<file path="config.mk">
export PLATFORM = sky130hd
export DESIGN_NAME = adaptation_update_scheduler
export DESIGN_NICKNAME = d
export VERILOG_FILES = /design/src/rtl/adaptation_update_scheduler.sv
export SDC_FILE = /design/constraint.sdc
export NUM_CORES = 1
export LEC_CHECK = 0
export ABC_AREA = 1
export ABC_CLOCK_PERIOD_IN_PS = 2600
export CAP_MARGIN = 20
export CORE_MARGIN = 2
export CORE_UTILIZATION = 45
export DETAILED_ROUTE_END_ITERATION = 12
export GPL_ROUTABILITY_DRIVEN = 1
export PLACE_DENSITY = 0.69
export SETUP_SLACK_MARGIN = 0.2
export SLEW_MARGIN = 20
export SYNTH_ARGS = -nofsm -noshare
export SYNTH_HDL_FRONTEND = slang
export SYNTH_SLANG_ARGS = --single-unit
export TNS_END_PERCENT = 100
</file>
<file path="constraint.sdc">
create_clock -name clk -period 2.6 [get_ports clk]
set_clock_uncertainty 0.05 [all_clocks]
set_input_delay 0.52 -clock clk [delete_from_list [all_inputs] [get_ports clk]]
set_output_delay 0.52 -clock clk [all_outputs]
set_load 0.05 [all_outputs]
</file>
<file path="src/rtl/adaptation_update_scheduler.sv">
// White-point adaptation sequencer: ALS read, CCT hysteresis filter, matrix
// recompute handshake and frame-aligned matrix commit.
module adaptation_update_scheduler #(
   parameter int unsigned PERIOD_CYCLES  = 1000000,
   parameter int unsigned HYST_K         = 100,
   parameter int unsigned TIMEOUT_CYCLES = 65535,
   parameter int unsigned REF_CCT        = 6500
) (
   input  logic        clk,
   input  logic        rst_n,
   input  logic        enable,
   input  logic        force_read,
   input  logic        als_busy,
   output logic        als_read_req,
   input  logic [15:0] cct_in,
   input  logic        cct_valid,
   output logic [15:0] cct_out,
   output logic        cct_update,
   input  logic        matrix_valid,
   input  logic        frame_start,
   input  logic        proc_busy,
   output logic        matrix_commit,
   output logic [15:0] applied_cct,
   output logic [7:0]  update_count,
   output logic        err_timeout,
   output logic [2:0]  state_out
);

   localparam int unsigned TMR_W = $clog2(PERIOD_CYCLES);
   localparam int unsigned TO_W  = $clog2(TIMEOUT_CYCLES + 1);
   localparam logic [TMR_W-1:0] TMR_RELOAD = TMR_W'(PERIOD_CYCLES - 1);
   localparam logic [TO_W-1:0]  TO_LAST    = TO_W'(TIMEOUT_CYCLES - 1);
   localparam logic [16:0]      HYST       = 17'(HYST_K);
   localparam logic [15:0]      REF        = 16'(REF_CCT);

   typedef enum logic [2:0] {
      IDLE       = 3'd0,
      READ_REQ   = 3'd1,
      WAIT_CCT   = 3'd2,
      COMPUTE    = 3'd3,
      WAIT_FRAME = 3'd4,
      COMMIT     = 3'd5
   } state_t;

   state_t            state, state_next;
   logic [TMR_W-1:0]  timer;
   logic [TO_W-1:0]   to_cnt;
   logic              pending;
   logic              first_sample;
   logic              tick_c, req_c;
   logic [16:0]       delta_c;
   logic              accept_c, timeout_hit_c, clr_to_c, take_req_c;

   assign tick_c        = enable && (timer == '0);
   assign req_c         = tick_c || force_read;
   assign als_read_req  = (state == READ_REQ) && !als_busy;
   assign matrix_commit = (state == COMMIT);
   assign state_out     = 3'(state);

   // Absolute CCT difference, one bit wider so it never wraps
   always_comb begin
      delta_c = '0;
      if (cct_in >= applied_cct) delta_c = 17'(cct_in) - 17'(applied_cct);
      else                       delta_c = 17'(applied_cct) - 17'(cct_in);
   end

   always_ff @(posedge clk or negedge rst_n) begin
      if (!rst_n) state <= IDLE;
      else        state <= state_next;
   end

   always_comb begin
      state_next    = state;
      accept_c      = 1'b0;
      timeout_hit_c = 1'b0;
      clr_to_c      = 1'b0;
      take_req_c    = 1'b0;
      case (state)
         IDLE: begin
            if (req_c || pending) begin
               take_req_c = 1'b1;
               state_next = READ_REQ;
            end
         end
         READ_REQ: begin
            if (!als_busy) begin
               clr_to_c   = 1'b1;
               state_next = WAIT_CCT;
            end
         end
         WAIT_CCT: begin
            // A sample arriving on the limit cycle still counts
            if (cct_valid) begin
               if (delta_c >= HYST || first_sample) begin
                  accept_c   = 1'b1;
                  clr_to_c   = 1'b1;
                  state_next = COMPUTE;
               end else begin
                  state_next = IDLE;
               end
            end else if (to_cnt == TO_LAST) begin
               timeout_hit_c = 1'b1;
               state_next    = IDLE;
            end
         end
         COMPUTE: begin
            if (matrix_valid) begin
               state_next = WAIT_FRAME;
            end else if (to_cnt == TO_LAST) begin
               timeout_hit_c = 1'b1;
               state_next    = IDLE;
            end
         end
         WAIT_FRAME: begin
            if (frame_start && !proc_busy) state_next = COMMIT;
         end
         COMMIT:  state_next = IDLE;
         default: state_next = IDLE;
      endcase
   end

   // Period timer, held at reload while automatic reads are disabled
   always_ff @(posedge clk or negedge rst_n) begin
      if (!rst_n)                       timer <= TMR_RELOAD;
      else if (!enable || timer == '0)  timer <= TMR_RELOAD;
      else                              timer <= timer - TMR_W'(1);
   end

   always_ff @(posedge clk or negedge rst_n) begin
      if (!rst_n) begin
         pending      <= 1'b0;
         to_cnt       <= '0;
         first_sample <= 1'b1;
         cct_out      <= REF;
         cct_update   <= 1'b0;
         applied_cct  <= REF;
         update_count <= '0;
         err_timeout  <= 1'b0;
      end else begin
         if (take_req_c)                     pending <= 1'b0;
         else if (req_c && state != IDLE)    pending <= 1'b1;

         if (clr_to_c)                                    to_cnt <= '0;
         else if (state == WAIT_CCT || state == COMPUTE)  to_cnt <= to_cnt + TO_W'(1);

         cct_update <= accept_c;
         if (accept_c) begin
            cct_out      <= cct_in;
            first_sample <= 1'b0;
         end

         if (state == COMMIT) begin
            applied_cct  <= cct_out;
            update_count <= update_count + 8'd1;
            err_timeout  <= 1'b0;
         end else if (timeout_hit_c) begin
            err_timeout  <= 1'b1;
         end
      end
   end

endmodule
</file>
==> results.py, run 1 <==
metrics = {
    "drt": {
        "drt_iter0_drc": 428,
        "wire_per_inst_um": 13.17,
        "vias": 6096,
        "ant_nets": 0,
        "routed_wl_mm": 16.47,
        "drc": 0,
        "first_pass_iters": 5,
        "via_per_inst": 4.873,
    },
    "placed_design": {
        "dp_hpwl_mm": 12.16,
        "placement.cell_area_sq_mm": 0.007810,
        "gp_congestion": 0.9445,
        "place_ws_ns": -0.9612,
        "port_buffers": 71,
    },
    "global_routing": {
        "antenna_found_initial": 0,
        "grt_pass1_vias": 5842,
        "grt_max_degree": 49,
        "grt.total_usage": 0.2353,
        "grt_overflow": 0,
        "grt_first_pass_wirelength_mm": 27.05,
    },
    "yosys": {
        "syn_area_per_cell_sq_um": 6.929,
        "synth_most_common_cell": "nand2_1",
        "synth_cell_type_count": 42,
        "synth-seq-area-share": 0.3518,
        "yosys.area.top_type_share": 0.2422,
        "synth_edf_count": 0,
        "synth_seq_cells": 83,
        "synth_area_leader_cell": "dfrtp_1",
        "ys_async_sr_fraction": 1.000,
        "syn-instance-count": 865,
        "synth-main-ff-cell": "dfrtp_1",
        "yosys_warnings": 0,
        "syn_area_sq_mm": 0.005993,
        "synthesis.nets": 929,
        "yosys-top-cells-count": "nand2_1 (279), inv_1 (152), nor2_1 (78)",
        "ys_top_cells_by_area": "dfrtp_1 (24%), nand2_1 (17%), dfstp_2 (11%)",
    },
    "status": {
        "outcome": "finished with violations",
        "violations": "setup timing",
    },
    "critical_path": {
        "cp_cell_sequence": "ha_4 -> fa_2 -> inv_2 -> buf_4 -> buf_4 -> nand3_1 -> nand3_1 -> nand2_1 -> nand2_1 -> nand3_1 -> a21oi_2 -> nand4_4 -> nand2_4 -> buf_12 -> buf_6 -> buf_4 -> a21oi_2",
        "start_kind": "flip-flop",
        "cp.required_ns": 2.77,
        "slowest_delay_ns": 0.44,
        "arrival_ns": 2.88,
        "crit_type": "reg -> reg",
        "path_max_fanout": 4,
        "end_kind": "flip-flop",
        "crit_path_top_delay_cell": "dfrtp_2",
    },
    "die": {
        "die_y_um": 119.4,
        "core_area_sq_mm": 0.01314,
        "start_util": 0.4562,
        "ios": 72,
        "dieArea_sq_mm": 0.01426,
        "die_w_um": 119.4,
        "fp-row-count": 42,
    },
    "finish": {
        "final_util": 0.6736,
        "final_layout_size_suffix_gt1_frac": 0.3209,
        "nNetsFinal": 1134,
        "n_antenna_cell": 0,
        "syn_to_final_growth_pct": 47.66,
        "stdcell_area_sq_mm": 0.008850,
        "fill_cells": 1073,
    },
    "timing": {
        "slew_headroom": 0.5868,
        "setup_viol": 35,
        "period_minus_slack_ns": 2.711,
        "drv_slew": 0,
        "worst_pin_slew_ns": 0.6175,
        "hold_violations": 0,
        "period_share": 1.043,
        "max_freq_mhz": 368.8,
        "rsz0062_at_grt": "true",
        "layout_setup_ws_ns": -0.1113,
        "hold_ws_ns": 0.1418,
    },
    "min_path": {
        "hold_path_class": "in -> async",
    },
    "cts": {
        "cts.sinks": 83,
        "numCtsBuffers": 9,
        "htree_levels": 3,
        "cts.root.buffer_cell": "clkbuf_16",
        "cts_tree": "built",
        "clkSlewWorstSetupHoldPaths_ns": 0.06,
        "cts_max_path_buffers": 2,
        "clk_latency_ns": 0.34,
    },
    "run": {
        "max_cap_violations": 0,
    },
    "power": {
        "p_leak_nw": 4.416,
        "vdd_drop_max_mv": 0.5037,
        "p_per_area_mw_per_mm2": 1157,
    },
}
## metrics by stage
stage / setup TNS [ns] / total power, mW / instances
floorplan: -1.036 / 5.526 / 865
global placement: -30.73 / 7.632 / 1216
detailed placement: -32.10 / 7.686 / 1216
CTS: -0.5424 / 9.895 / 1244
global route: -6.610 / 10.93 / 1251
finish: -1.731 / 10.24 / 1251
## critical path: cells and delay by family, from the launching register on
kind / cells / cell delay [ns]
buf+inv: 6 / 0.61
flops: 1 / 0.44
compound gates: 2 / 0.23
simple gates: 7 / 0.69
fa+ha+maj: 2 / 0.58
## flip-flops by register name, indices dropped and copies added, names as in the netlist
signal and count:
cct_update 1, first_sample 1, err_timeout 1, to_cnt 16, applied_cct 16, state_out 3
timer 20, pending 1, update_count 8, cct_out 16
## layer usage
| layer | GRT usage | routed length (um) | share of wire |
|---|---|---|---|
| met1 | 0.3035 | 7092 | 0.43 |
| met2 | 0.4124 | 8319 | 0.51 |
| met3 | 0.02969 | 731 | 0.044 |
| met4 | 0.07132 | 326 | 0.020 |
| met5 | 0 | 0 | 0 |
## layout make-up
class,instances,area [sq um],share of cell area
multi-input cells,614,3770,0.4260
flip-flops and latches,83,2113,0.2388
repair buffers,205,1780,0.2012
inverters,157,589.3,0.06659
clock buffers,12,256.5,0.02898
well taps,176,220.2,0.02488
clock inverters,4,120.1,0.01357
## final timing paths
path | start | end | slack, ns | cells after the start
hold reg to reg | update_count[7] | update_count[7] | 0.42 | 1
setup / recovery | applied_cct[0] | state_out[1] | -0.11 | 17
max in group asynchronous | rst_n | timer[18] | 1.68 | 2
hold / removal | rst_n | to_cnt[9] | 0.14 | 1
min in group clk | update_count[7] | update_count[7] | 0.42 | 1
setup reg to reg | applied_cct[0] | state_out[1] | -0.11 | 17
## placed cells by master, fill, tap and decap left out, drive strengths merged, types with 3 or more instances in the layout
cell type,netlist,routed
nand2,285,285
inv,156,156
buf,7,138
nor2,92,92
dfrtp,58,58
clkdlybuf4s50,0,49
nand3,49,49
o21ai,45,46
ha,37,37
a21oi,31,31
dfstp,25,25
xor2,22,22
nor3,15,15
nand4,14,14
clkbuf,5,12
dlygate4sd2,0,11
xnor2,6,6
bufinv,0,4
clkdlybuf4s15,0,4
dlymetal6s2s,0,3
nor4,3,3
## power by group
part,internal [mW],switching [mW]
Combinational,2.71,3.94
Clock,1.09,0.481
Sequential,1.68,0.337
Total,5.48,4.76
## repair_timing
| action | 4_1_cts | 5_1_grt |
|---|---|---|
| resized for setup | 114 | 58 |
| endpoints found under the setup margin | 36 | 39 |
| hold buffers | 0 | 0 |
| pin swaps | 29 | 29 |
| buffers inserted | 11 | 7 |
| cloned | 1 | 0 |
## cells by family after synthesis
logic type / Yosys count / share of synthesized area
AO/OA/AOI/OAI: 82 / 0.07328
adder cells (fa/ha/maj): 39 / 0.08392
XOR/XNOR: 28 / 0.04092
buffers and inverters: 169 / 0.1106
AND/OR/NAND/NOR: 464 / 0.3395
flip-flops: 83 / 0.3518
(Power assumes the default switching activity.)
==> inputs of run 2 (changes only) <==
--- a/config.mk
+++ b/config.mk
@@ -6,13 +6,13 @@
 export NUM_CORES = 1
 export LEC_CHECK = 0
 export ABC_AREA = 1
-export ABC_CLOCK_PERIOD_IN_PS = 2600
+export ABC_CLOCK_PERIOD_IN_PS = 3480
 export CAP_MARGIN = 20
 export CORE_MARGIN = 2
 export CORE_UTILIZATION = 45
 export DETAILED_ROUTE_END_ITERATION = 12
 export GPL_ROUTABILITY_DRIVEN = 1
-export PLACE_DENSITY = 0.69
+export PLACE_DENSITY = 0.67
 export SETUP_SLACK_MARGIN = 0.2
 export SLEW_MARGIN = 20
 export SYNTH_ARGS = -nofsm -noshare
==> constraint.sdc (replaced) <==
create_clock -name clk -period 3.48 [get_ports clk]
set_clock_uncertainty 0.05 [all_clocks]
set_input_delay 0.696 -clock clk [delete_from_list [all_inputs] [get_ports clk]]
set_output_delay 0.696 -clock clk [all_outputs]
set_load 0.05 [all_outputs]
==> run 2 against run 1 <==
- the flow now finishes without violations
- global-route usage shrank 1.4 points
- first-iteration DRC count fell by 15%
- non-clock buffer count is 69 lower
- sequential power fell by 25%
- setup slack better by 0.39 ns
- wire length decreased by 5.0%
- largest power group unchanged
==> results.py, run 2 (synthesis results as in run 1) <==
metrics = {
    "placed_design": {
        "gp_congestion": 0.9205,
        "port_buffers": 71,
        "dp_hpwl_mm": 11.62,
    },
    "global_routing": {
        "antenna_found_initial": 0,
        "grt_pass1_vias": 5563,
        "grt.total_usage": 0.2209,
        "grt_first_pass_wirelength_mm": 25.43,
        "busiest_layer": "met2",
        "grt_util_met1": 0.2928,
        "use_met3": 0.02586,
        "grt_use_met2": 0.3775,
        "grt_max_degree": 63,
        "grt_overflow": 0,
    },
    "die": {
        "die_w_um": 119.4,
        "ios": 72,
        "die_y_um": 119.4,
        "core_area_sq_mm": 0.01314,
        "fp-row-count": 42,
        "start_util": 0.4562,
        "dieArea_sq_mm": 0.01426,
    },
    "power": {
        "seqPwrFrac": 0.221,
        "vdd_drop_max_mv": 0.5547,
        "clock_power_share": 0.148,
        "combPwrFrac": 0.630,
        "p_int_mw": 3.557,
        "p_per_area_mw_per_mm2": 848.4,
        "p_leak_nw": 4.034,
        "switching_share": 0.4824,
        "finalPower_mw": 6.873,
        "switching_power_mw": 3.316,
    },
    "critical_path": {
        "crit_path_top_delay_cell": "clkdlybuf4s50_1",
        "start_kind": "primary input",
        "crit_type": "in -> reg",
        "cp.required_ns": 3.66,
        "slowest_delay_ns": 0.53,
        "path_max_fanout": 17,
        "cp_cell_sequence": "clkdlybuf4s50_1 -> inv_1 -> ha_4 -> nand2_4 -> inv_2 -> nand2_1 -> nand2_1 -> inv_1 -> nand3_4 -> nand2_2 -> nand2_4 -> nor2_2 -> nand2_1 -> a21oi_2 -> nand4_4 -> nand2_4 -> buf_12 -> buf_12 -> nand2_1 -> o21ai_0",
        "crit_top_cell": "nand2_1",
        "end_kind": "flip-flop",
        "cp.buffers_inverters": 6,
        "arrival_ns": 3.38,
        "cp_top_family": "simple AND/OR/NAND/NOR gates",
    },
    "cts": {
        "htree_levels": 3,
        "cts.root.buffer_cell": "clkbuf_16",
        "numCtsBuffers": 9,
        "cts_max_path_buffers": 2,
        "postCtsHoldBufs": 0,
        "clkSlewWorstSetupHoldPaths_ns": 0.06,
        "cts.sinks": 83,
        "cts_tree": "built",
        "clk_latency_ns": 0.33,
    },
    "timing": {
        "max_freq_mhz": 312.4,
        "setup_viol": 0,
        "drv_slew": 0,
        "worst_pin_slew_ns": 0.7759,
        "slew_headroom": 0.4827,
        "rsz0062_at_grt": "false",
        "period_share": 0.9199,
        "hold_violations": 0,
        "period_minus_slack_ns": 3.201,
    },
    "finish": {
        "syn_to_final_growth_pct": 35.18,
        "final_common_cell": "nand2_1",
        "fill_cells": 1193,
        "n_antenna_cell": 0,
        "final_util": 0.6167,
        "final_cell_mix": "nand2_1 (266), inv_1 (145), nor2_1 (65)",
        "nNetsFinal": 1064,
        "top_register": "timer",
        "largest_register_ffs": 20,
        "final_layout_size_suffix_gt1_frac": 0.1972,
    },
    "drt": {
        "drc": 0,
        "vias": 5700,
        "ant_nets": 0,
        "drt_iter0_drc": 362,
        "via_per_inst": 4.831,
        "wire_per_inst_um": 13.26,
        "first_pass_iters": 6,
        "routed_wl_mm": 15.65,
    },
    "status": {
        "outcome": "completed",
    },
    "run": {
        "max_cap_violations": 0,
    },
    "min_path": {
        "hold_path_class": "in -> async",
    },
}
run 2: cell count changes in the layout (fill, tap and decap cells not counted), moves of 5 or more:
cell	previous run	this run
a21oi_1	19	25
a21oi_2	11	5
buf_4	127	61
buf_6	5	0
clkdlybuf4s50_1	49	64
dlygate4sd2_1	11	0
ha_1	17	22
inv_1	127	145
inv_2	29	12
nand2_1	238	266
nand2_2	41	14
nand3_1	38	44
nand3_2	10	4
run 2: path summary, 6_finish.rpt:
path | start | endpoint | slack (ns) | cells after the start
setup / recovery | cct_in[8] | cct_out[6] | 0.28 | 20
min in group clk | timer[0] | timer[0] | 0.42 | 1
max in group asynchronous | rst_n | applied_cct[5] | 2.22 | 2
hold / removal | rst_n | update_count[2] | 0.39 | 1
hold reg to reg | timer[0] | timer[0] | 0.42 | 1
setup reg to reg | applied_cct[0] | cct_out[6] | 0.64 | 20
run 2: area by class of cell:
type | count | area [sq um] | share of cell area
multi-input combinational | 613 | 3582 | 0.4422
clock buffer | 13 | 260.3 | 0.03212
sequential | 83 | 2108 | 0.2602
tap | 176 | 220.2 | 0.02718
clock inverter | 2 | 60.06 | 0.007413
timing repair buffer | 136 | 1281 | 0.1581
inverter | 157 | 589.3 | 0.07274
run 2: repair_timing:
| action | 4_1_cts | 5_1_grt |
|---|---|---|
| endpoints found under the setup margin | 33 | 36 |
| buffers inserted | 0 | 9 |
| resized for setup | 16 | 69 |
| pin swaps | 4 | 15 |
| cloned | 1 | 0 |
run 2: layer usage:
metal | part of all wire | wire, um
met1 | 0.46 | 7164
met5 | 0 | 0
met4 | 0.014 | 221
met2 | 0.49 | 7671
met3 | 0.038 | 590
run 2: metrics by stage:
step / TNS, ns / cells / hold slack, ns / cell area [sq um] / setup slack [ns]
after floorplan: 0 / 865 / 0.3504 / 5993 / 0.7203
after global placement: -4.539 / 1155 / 0.3982 / 7279 / -0.1709
after detailed placement: -5.880 / 1155 / 0.4051 / 7279 / -0.2372
after CTS: 0 / 1171 / 0.4205 / 7721 / 0.2004
after global routing: 0 / 1180 / 0.4310 / 8102 / 0.1512
final: 0 / 1180 / 0.3940 / 8102 / 0.2786
run 2: power groups by stage:
stage / registers (mW) / logic [mW] / clock network (mW)
global route: 1.56 / 4.76 / 1.07
detailed placement: 1.49 / 3.85 / 0
global placement: 1.49 / 3.83 / 0
finish: 1.52 / 4.33 / 1.02
CTS: 1.49 / 3.98 / 1.04
floorplan: 2.15 / 1.92 / 0
==> inputs of run 3 (changes only) <==
--- a/config.mk
+++ b/config.mk
@@ -10,6 +10,7 @@
 export CAP_MARGIN = 20
 export CORE_MARGIN = 2
 export CORE_UTILIZATION = 45
+export CTS_BUF_LIST = sky130_fd_sc_hd__clkbuf_4 sky130_fd_sc_hd__clkbuf_8 sky130_fd_sc_hd__clkbuf_16
 export DETAILED_ROUTE_END_ITERATION = 12
 export GPL_ROUTABILITY_DRIVEN = 1
 export PLACE_DENSITY = 0.67
==> run 3 against run 2 <==
- combinational power about the same
- cell count did not move
- non-clock buffer count unchanged
- setup slack worse by 0.0019 ns
- hold slack is essentially flat
- largest cell class unchanged
- highest routed layer unchanged
==> results.py, run 3 (synthesis results as in run 1) <==
metrics = {
    "critical_path": {
        "cp.buffers_inverters": 6,
        "crit_type": "in -> reg",
        "r2r-start": "applied_cct[0]",
        "cp_cell_sequence": "clkdlybuf4s50_1 -> inv_1 -> ha_4 -> nand2_4 -> inv_2 -> nand2_1 -> nand2_1 -> inv_1 -> nand3_4 -> nand2_2 -> nand2_4 -> nor2_2 -> nand2_1 -> a21oi_2 -> nand4_4 -> nand2_4 -> buf_12 -> buf_12 -> nand2_1 -> o21ai_0",
        "cp.required_ns": 3.67,
        "path_max_fanout": 17,
        "slowest_delay_ns": 0.53,
        "crit_top_cell": "nand2_1",
        "r2r_slack_ns": 0.64,
        "crit_path_top_delay_cell": "clkdlybuf4s50_1",
        "end_kind": "flip-flop",
        "cp_top_family": "simple AND/OR/NAND/NOR gates",
        "arrival_ns": 3.39,
        "worstRegToRegCells": 20,
        "r2r-end": "cct_out[6]",
        "start_kind": "primary input",
    },
    "cts": {
        "clk_latency_ns": 0.33,
        "clkSlewWorstSetupHoldPaths_ns": 0.06,
        "postCtsHoldBufs": 0,
        "cts.sinks": 83,
        "cts.root.buffer_cell": "clkbuf_16",
        "numCtsBuffers": 9,
        "cts_max_path_buffers": 2,
        "htree_levels": 3,
        "cts_tree": "built",
    },
    "timing": {
        "period_minus_slack_ns": 3.203,
        "drv_slew": 0,
        "setup_viol": 0,
        "layout_setup_ws_ns": 0.2767,
        "period_share": 0.9205,
        "slew_headroom": 0.4820,
        "rsz0062_at_grt": "false",
        "hold_violations": 0,
        "hold_ws_ns": 0.3937,
        "max_freq_mhz": 312.2,
        "worst_pin_slew_ns": 0.7770,
    },
    "power": {
        "switching_power_mw": 3.316,
        "seqPwrFrac": 0.221,
        "p_int_mw": 3.573,
        "combPwrFrac": 0.629,
        "p_leak_nw": 4.040,
        "p_per_area_mw_per_mm2": 849.6,
        "switching_share": 0.4813,
        "vdd_drop_max_mv": 0.5545,
        "finalPower_mw": 6.889,
        "clock_power_share": 0.151,
    },
    "placed_design": {
        "place_ws_ns": -0.2372,
        "port_buffers": 71,
        "dp_hpwl_mm": 11.62,
        "gp_congestion": 0.9205,
        "placement.cell_area_sq_mm": 0.007279,
    },
    "min_path": {
        "hold_path_class": "in -> async",
    },
    "finish": {
        "syn_to_final_growth_pct": 35.30,
        "top_register": "timer",
        "final_cell_mix": "nand2_1 (266), inv_1 (145), nor2_1 (65)",
        "seq_area_sq_mm": 0.002108,
        "stdcell_area_sq_mm": 0.008109,
        "fill_cells": 1195,
        "multi_input_area_sq_mm": 0.003582,
        "final_common_cell": "nand2_1",
        "nNetsFinal": 1064,
        "largest_register_ffs": 20,
        "final_layout_size_suffix_gt1_frac": 0.1992,
        "n_antenna_cell": 0,
    },
    "drt": {
        "wire_per_inst_um": 13.18,
        "first_pass_iters": 5,
        "ant_nets": 0,
        "drt_iter0_drc": 404,
        "routed_wl_mm": 15.55,
        "via_per_inst": 4.822,
        "drc": 0,
        "vias": 5690,
    },
    "global_routing": {
        "grt.total_usage": 0.2208,
        "grt_pass1_vias": 5568,
        "grt_max_degree": 63,
        "grt_first_pass_wirelength_mm": 25.43,
        "grt_overflow": 0,
        "antenna_found_initial": 0,
    },
    "die": {
        "die_y_um": 119.4,
        "fp-row-count": 42,
        "ios": 72,
        "die_w_um": 119.4,
        "start_util": 0.4562,
        "dieArea_sq_mm": 0.01426,
        "core_area_sq_mm": 0.01314,
    },
    "status": {
        "outcome": "completed",
    },
    "run": {
        "max_cap_violations": 0,
    },
}
## run 3: cell counts in the layout (fill, tap and decap cells not counted)
No cell type changed its count.
## run 3: repair_timing
action	CTS	global route
cloned	1	0
buffers inserted	0	9
pin swaps	4	14
endpoints found under the setup margin	33	36
gates resized for setup	16	69
## run 3: worst max-delay path by stage
| stage | cells after the start | slack, ns | to | startpoint |
|---|---|---|---|---|
| 6_report | 20 | 0.28 | cct_out[6] | cct_in[8] |
| 5_1_grt | 17 | 0.15 | cct_out[9] | cct_in[8] |
| 4_1_cts | 16 | 0.20 | cct_out[4] | cct_in[12] |
| 3_5_place_dp | 19 | -0.24 | to_cnt[2] | cct_in[0] |
| 3_3_place_gp | 19 | -0.17 | to_cnt[1] | cct_in[0] |
| 2_1_floorplan | 18 | 0.72 | to_cnt[6] | cct_in[3] |
## run 3: final cells by class
cell class                 count  share of cell area
multi-input combinational    613              0.4418
inverter                     157             0.07267
clock inverter                 2            0.007406
sequential                    83              0.2600
timing repair buffer         136              0.1580
clock buffer                  13             0.03302
tap                          176             0.02716
## run 3: through the flow
step / setup TNS, ns / std cells / util
6_report: 0 / 1180 / 0.6172
5_1_grt: 0 / 1180 / 0.6172
4_1_cts: 0 / 1171 / 0.5883
3_5_place_dp: -5.880 / 1155 / 0.5541
3_3_place_gp: -4.539 / 1155 / 0.5541
2_1_floorplan: 0 / 865 / -
## run 3: metal layers
layer / global-route usage / routed length, um / vias up
met5: 0 / 0 / -
met4: 0.07059 / 242 / 0
met3: 0.02586 / 593 / 21
met2: 0.3772 / 7577 / 108
met1: 0.2928 / 7133 / 2632
li1: - / - / 2929
## run 3: power by group through the flow
stage                     Sequential (mW)  Combinational [mW]  Clock [mW]
after global routing                 1.55                4.76        1.09
after detailed placement             1.49                3.85           0
after CTS                            1.49                3.98        1.06
final                                1.52                4.33        1.04
after floorplan                      2.15                1.92           0
after global placement               1.49                3.83           0
